File: src/rtl/generate_sim_pkg.sv
// Shared constants for the generate_sim ripple-carry adder slice.
package generate_sim_pkg;

   localparam int unsigned GENERATE_SIM_DEFAULT_N = 8;

endpackage : generate_sim_pkg

File: src/rtl/full_adder.sv
// Single-bit combinational full-adder cell used to build the ripple-carry chain.
module full_adder (
   input  logic a,
   input  logic b,
   input  logic cin,
   output logic s,
   output logic cout
);

   logic p;

   assign p    = a ^ b;
   assign s    = p ^ cin;
   assign cout = (a & b) | (cin & p);

endmodule : full_adder

File: src/rtl/generate_sim_rca.sv
// N-bit ripple-carry adder with a registered sum/carry (carry-in tied to 0).
// Optional GENERATE_SIM_OVF_EN adds a registered two's-complement overflow output ovf.
module generate_sim_rca
   import generate_sim_pkg::*;
#(
   parameter int unsigned N = GENERATE_SIM_DEFAULT_N
) (
   input  logic         clk,
   input  logic         rst,
   input  logic [N-1:0] inA,
   input  logic [N-1:0] inB,
   output logic [N-1:0] sum,
   output logic         carry
`ifdef GENERATE_SIM_OVF_EN
   ,
   output logic         ovf
`endif
);

   logic [N:0]   c;
   logic [N-1:0] s;

   assign c[0] = 1'b0;

   // Cell i consumes c[i] and produces c[i+1].
   for (genvar i = 0; i < N; i++) begin : g_rca
      full_adder u_fa (
         .a    (inA[i]),
         .b    (inB[i]),
         .cin  (c[i]),
         .s    (s[i]),
         .cout (c[i+1])
      );
   end

   always_ff @(posedge clk or posedge rst) begin
      if (rst) begin
         sum   <= '0;
         carry <= 1'b0;
      end else begin
         sum   <= s;
         carry <= c[N];
      end
   end

`ifdef GENERATE_SIM_OVF_EN
   // Signed overflow: carry into the MSB differs from carry out of it.
   always_ff @(posedge clk or posedge rst) begin
      if (rst) begin
         ovf <= 1'b0;
      end else begin
         ovf <= c[N] ^ c[N-1];
      end
   end
`endif

endmodule : generate_sim_rca

File: config.mk
export PLATFORM = sky130hd
export DESIGN_NAME = generate_sim_rca
export DESIGN_NICKNAME = d
export VERILOG_FILES = /design/src/rtl/generate_sim_pkg.sv /design/src/rtl/full_adder.sv /design/src/rtl/generate_sim_rca.sv
export SDC_FILE = /design/constraint.sdc
export NUM_CORES = 1
export LEC_CHECK = 0
export ABC_AREA = 1
export CAP_MARGIN = 40
export CORE_AREA = 4 4 41 43
export CTS_CLUSTER_SIZE = 24
export DETAILED_ROUTE_END_ITERATION = 8
export DIE_AREA = 0 0 45 47
export DONT_BUFFER_PORTS = 1
export GPL_TIMING_DRIVEN = 0
export PLACE_DENSITY_LB_ADDON = 0.08
export SYNTH_ARGS = -nofsm -noshare
export SYNTH_HDL_FRONTEND = slang
export SYNTH_SLANG_ARGS = --single-unit
export TNS_END_PERCENT = 20
File: constraint.sdc
create_clock -name clk -period 0.9 [get_ports clk]
set_clock_uncertainty 0.05 [all_clocks]
set_input_delay 0.09 -clock clk [delete_from_list [all_inputs] [get_ports clk]]
set_output_delay 0.09 -clock clk [all_outputs]
set_load 0.005 [all_outputs]
## Yosys cells after proc, flatten, opt, wreduce, memory -nomap -nowiden

Index checks and enable logic that the tools add are counted.

- Flip-flop bits (word level): 9
- Input port bits: 18
- Output and inout bits: 9
- Logic and storage cells: 39

- Bitwise gates (word level): 37

Operators by type and width:

| kind | number |
|---|---|
| 1-bit AND | 15 |
| 1-bit bitwise XOR | 15 |
| 1-bit OR | 7 |

## Longest topological paths before layout

- Depth after elaboration: 15
- Depth in mapped cells: 10
- Depth with buffers taken out: 10

## Cells and area by module

A second synthesis with hierarchy kept.

- Cell total of the unflattened synthesis: 19
- Area total of the unflattened synthesis: 392.9 um^2

Modules (own cells, without submodules):

| module | times used | cells each | area each (um^2) | seq. area each (um^2) |
|---|---|---|---|---|
| generate_sim_rca | 1 | 11 | 232.7 | 225.2 |
| full_adder | 8 | 1 | 20.0 | 0.0 |

## Worst setup path after synthesis

Ideal clock, no wire load.

- Path type: in2reg
- Start point: input port inA[0]
- End point: register sum[7]
- Setup time: 0.064 ns
- Data arrival time: 3.032 ns
- Data required time: 0.786 ns
- Path slack: -2.246 ns
- Cell stages on the path: 10
- Path buffers: 0
- Cell sequence: ha_1 > fa_1 > fa_1 > fa_1 > fa_1 > fa_1 > fa_1 > inv_1 > fa_1 > inv_1

- Longest elaborated chain between the ends: 14

Ends and longest elaborated chain:

| what | line | RTL |
|---|---|---|
| from (decl) | generate_sim_rca.sv:10 | `input logic [N-1:0] inA,` |
| 1-bit AND (2 in a row) | full_adder.sv:14 | `assign cout = (a & b) \| (cin & p);` |
| 1-bit OR | full_adder.sv:14 |  |
| 1-bit AND | full_adder.sv:14 |  |
| 1-bit OR | full_adder.sv:14 |  |
| 1-bit AND | full_adder.sv:14 |  |
| 1-bit OR | full_adder.sv:14 |  |
| 1-bit AND | full_adder.sv:14 |  |
| 1-bit OR | full_adder.sv:14 |  |
| 1-bit AND | full_adder.sv:14 |  |
| 1-bit OR | full_adder.sv:14 |  |
| 1-bit AND | full_adder.sv:14 |  |
| 1-bit OR | full_adder.sv:14 |  |
| 1-bit bitwise XOR | full_adder.sv:13 | `assign s = p ^ cin;` |
| net g_rca[7].u_fa.s | full_adder.sv:6 | `output logic s,` |
| to (signal assigned) | generate_sim_rca.sv:41 | `sum <= s;` |
| to (decl) | generate_sim_rca.sv:12 | `output logic [N-1:0] sum,` |

The timed path passes the listed nets, and every way through them passes these cells.

## Final worst setup path

Same ends and word-level chain as after synthesis.

==> results.yml <==
setup_path:
  startpoint: "inA[0]"
  endpoint: "sum[7]"
  worstPathMaxFanout: 1
  arrival_ns: 2.81
  critPathKind: "input port to flip-flop"
  endpoint_kind: "flip-flop"
  critPathRequiredTime_ns: 1.04
  start_kind: "input port"
timing:
  slew_viol_final: 0
  setup_ws_ns: -1.77
  min_period_over_period: 2.96
  tightestPinTransition_ns: 0.326
  setup-violations-final: 7
  period_needed_ns: 2.67
  whs_ns: -0.00889
  fin_setup_tns_ns: -6.96
  slew_headroom: 0.783
  max_freq_mhz: 375
  rsz0062_at_grt: "yes"
  hold_violations: 5
power_and_ir_drop:
  power_leakage_uw: 0.000214
  p_int_uw: 695
  power_uw: 905
  p_per_area_nw_per_um2: 1830
  swShare: 0.232
  switchingPower_uw: 210
  irDropWorstVdd_mv: 0.613
  clkPwrFrac: 0.328
  power_frac_comb: 0.107
  seqPwrFrac: 0.564
synthesis:
  ys_seq_elements: 9
  async_reset_ff_frac: 1.00
  syn-cell-area_um2: 400
  post-synth-top-count-cell: "dfrtp_1"
  synthCells: 23
  synth.net_count: 49
  yosys.area.top_type: "dfrtp_1"
  synth_enable_flop_cells: 0
  ys_types: 4
  avgSynthCellArea_um2: 17.4
  synth_area_leaders: "dfrtp_1 (56%), fa_1 (35%), inv_1 (5.6%)"
  synth_top_area_share: 0.563
  yosys-top-cells-count: "dfrtp_1 (9), fa_1 (7), inv_1 (6)"
  yosys_warnings: 0
  synth_top_flop_cell: "dfrtp_1"
  seq_area_frac_synth: 0.563
final_layout:
  fill_cells: 132
  area_growth_pct: 23.1
  seqCellArea_um2: 225
  drive_gt1_frac: 0.379
  final_area_um2: 493
  multiInputGateArea_um2: 180
  final_nets: 56
  final_util: 0.379
  diodes: 0
  layoutNonFillerInstCount: 44
placed_design:
  portBuffers: 0
  dp.cells: 38
  dpl.hpwl_um: 566
  post_dp_cell_area_um2: 432
  routabilityCongestion: 0.628
global_routing:
  grt_max_degree: 10
  antenna_found_initial: 0
  grt_pass1_wl_mm: 1.14
  gr-total-overflow: 0
  grt_pass1_vias: 250
  grt_usage: 0.0847
die:
  num_rows: 13
  die_area_um2: 2120
  dieWidth_um: 45
  pin_count: 27
  die_h_um: 47
  initial_core_util: 0.308
  core_um2: 1300
clocking:
  cts_hold_buf: 2
  clock_path_buffers: 2
  htreeDepth: 1
  root_buffer: "clkbuf_4"
  cts-buffers-inserted: 3
  tritoncts: "built"
  cts_setup_buffers: 0
  path_clk_slew_ns: 0.06
  cts.sinks: 9
detailed_routing:
  wl_per_cell_um: 14.4
  firstDrtPassIters: 1
  wl_um: 632
  vias: 182
  vias_per_cell: 4.14
  ant_nets: 0
  drc: 0
  drt-initial-drc-count: 0
min_path:
  hp-class: "input port to flip-flop"
status:
  violations: "negative hold slack, negative setup slack"
  status: "finished with violations"
flow_run:
  max_cap_violations: 0
## how the worst min path moves through the flow
stage | to | cells after the start | from
5_1_grt | sum[2] | 1 | inB[2]
3_5_place_dp | sum[7] | 1 | rst
6_report | sum[4] | 1 | inB[4]
2_1_floorplan | carry | 1 | rst
4_1_cts | sum[3] | 1 | inB[3]
3_3_place_gp | sum[7] | 1 | rst
## cell families after synthesis
| logic type | after synthesis | share of synthesized area |
|---|---|---|
| DFF | 9 | 0.563 |
| adders and majority gates | 8 | 0.381 |
| buffers and inverters | 6 | 0.0562 |
## registers in the layout, indices dropped and copies added, names as in the netlist
name / cells
sum: 8
carry: 1
## layout by cell type (no fill, tap or decap)
| master | n |
|---|---|
| clkbuf_1 | 1 |
| inv_1 | 5 |
| dfrtp_1 | 9 |
| fa_2 | 6 |
| fa_1 | 1 |
| ha_4 | 1 |
| clkbuf_4 | 3 |
| dlygate4sd3_1 | 2 |
| inv_2 | 1 |
## area by class of cell
cell class                 count  share of cell area
inverter                       6              0.0457
clock buffer                   4              0.0533
timing repair buffer           2              0.0406
tap                           15              0.0381
sequential                     9               0.457
multi-input combinational      8               0.365
## worst max-delay path, stage by stage
cell and delay, ns:
ha_4 0.14, fa_2 0.33, fa_2 0.35, fa_2 0.35
fa_2 0.35, fa_2 0.35, fa_2 0.35, inv_2 0.06
fa_1 0.39, inv_1 0.06
## metal layers
metal  GRT usage  part of all wire  vias up
met5           0                 0        -
met4      0.0526                 0        0
met2      0.0989              0.52       17
met1      0.0990              0.34       89
li1            -                 -       76
met3      0.0766              0.14        0
## power groups by stage
stage / clock (uW) / combinational [uW] / sequential, uW
floorplan: 0 / 65.6 / 508
global placement: 0 / 81.3 / 519
detailed placement: 0 / 88.3 / 522
CTS: 314 / 103 / 514
global route: 355 / 128 / 515
finish: 297 / 96.9 / 511
## through the flow
step | worst slack (ns) | hold WS, ns
CTS | -1.77 | -0.0190
global placement | -2.14 | -0.0975
floorplan | -2.05 | -0.132
global route | -1.84 | -0.0350
finish | -1.77 | -0.00889
detailed placement | -2.15 | -0.0916
## repair_timing
action / in CTS / in global routing
hold endpoints to repair: 16 / 6
setup endpoints to repair: 7 / 7
resized for setup: 4 / 0
Note: power is estimated with default switching activity, not from simulation.
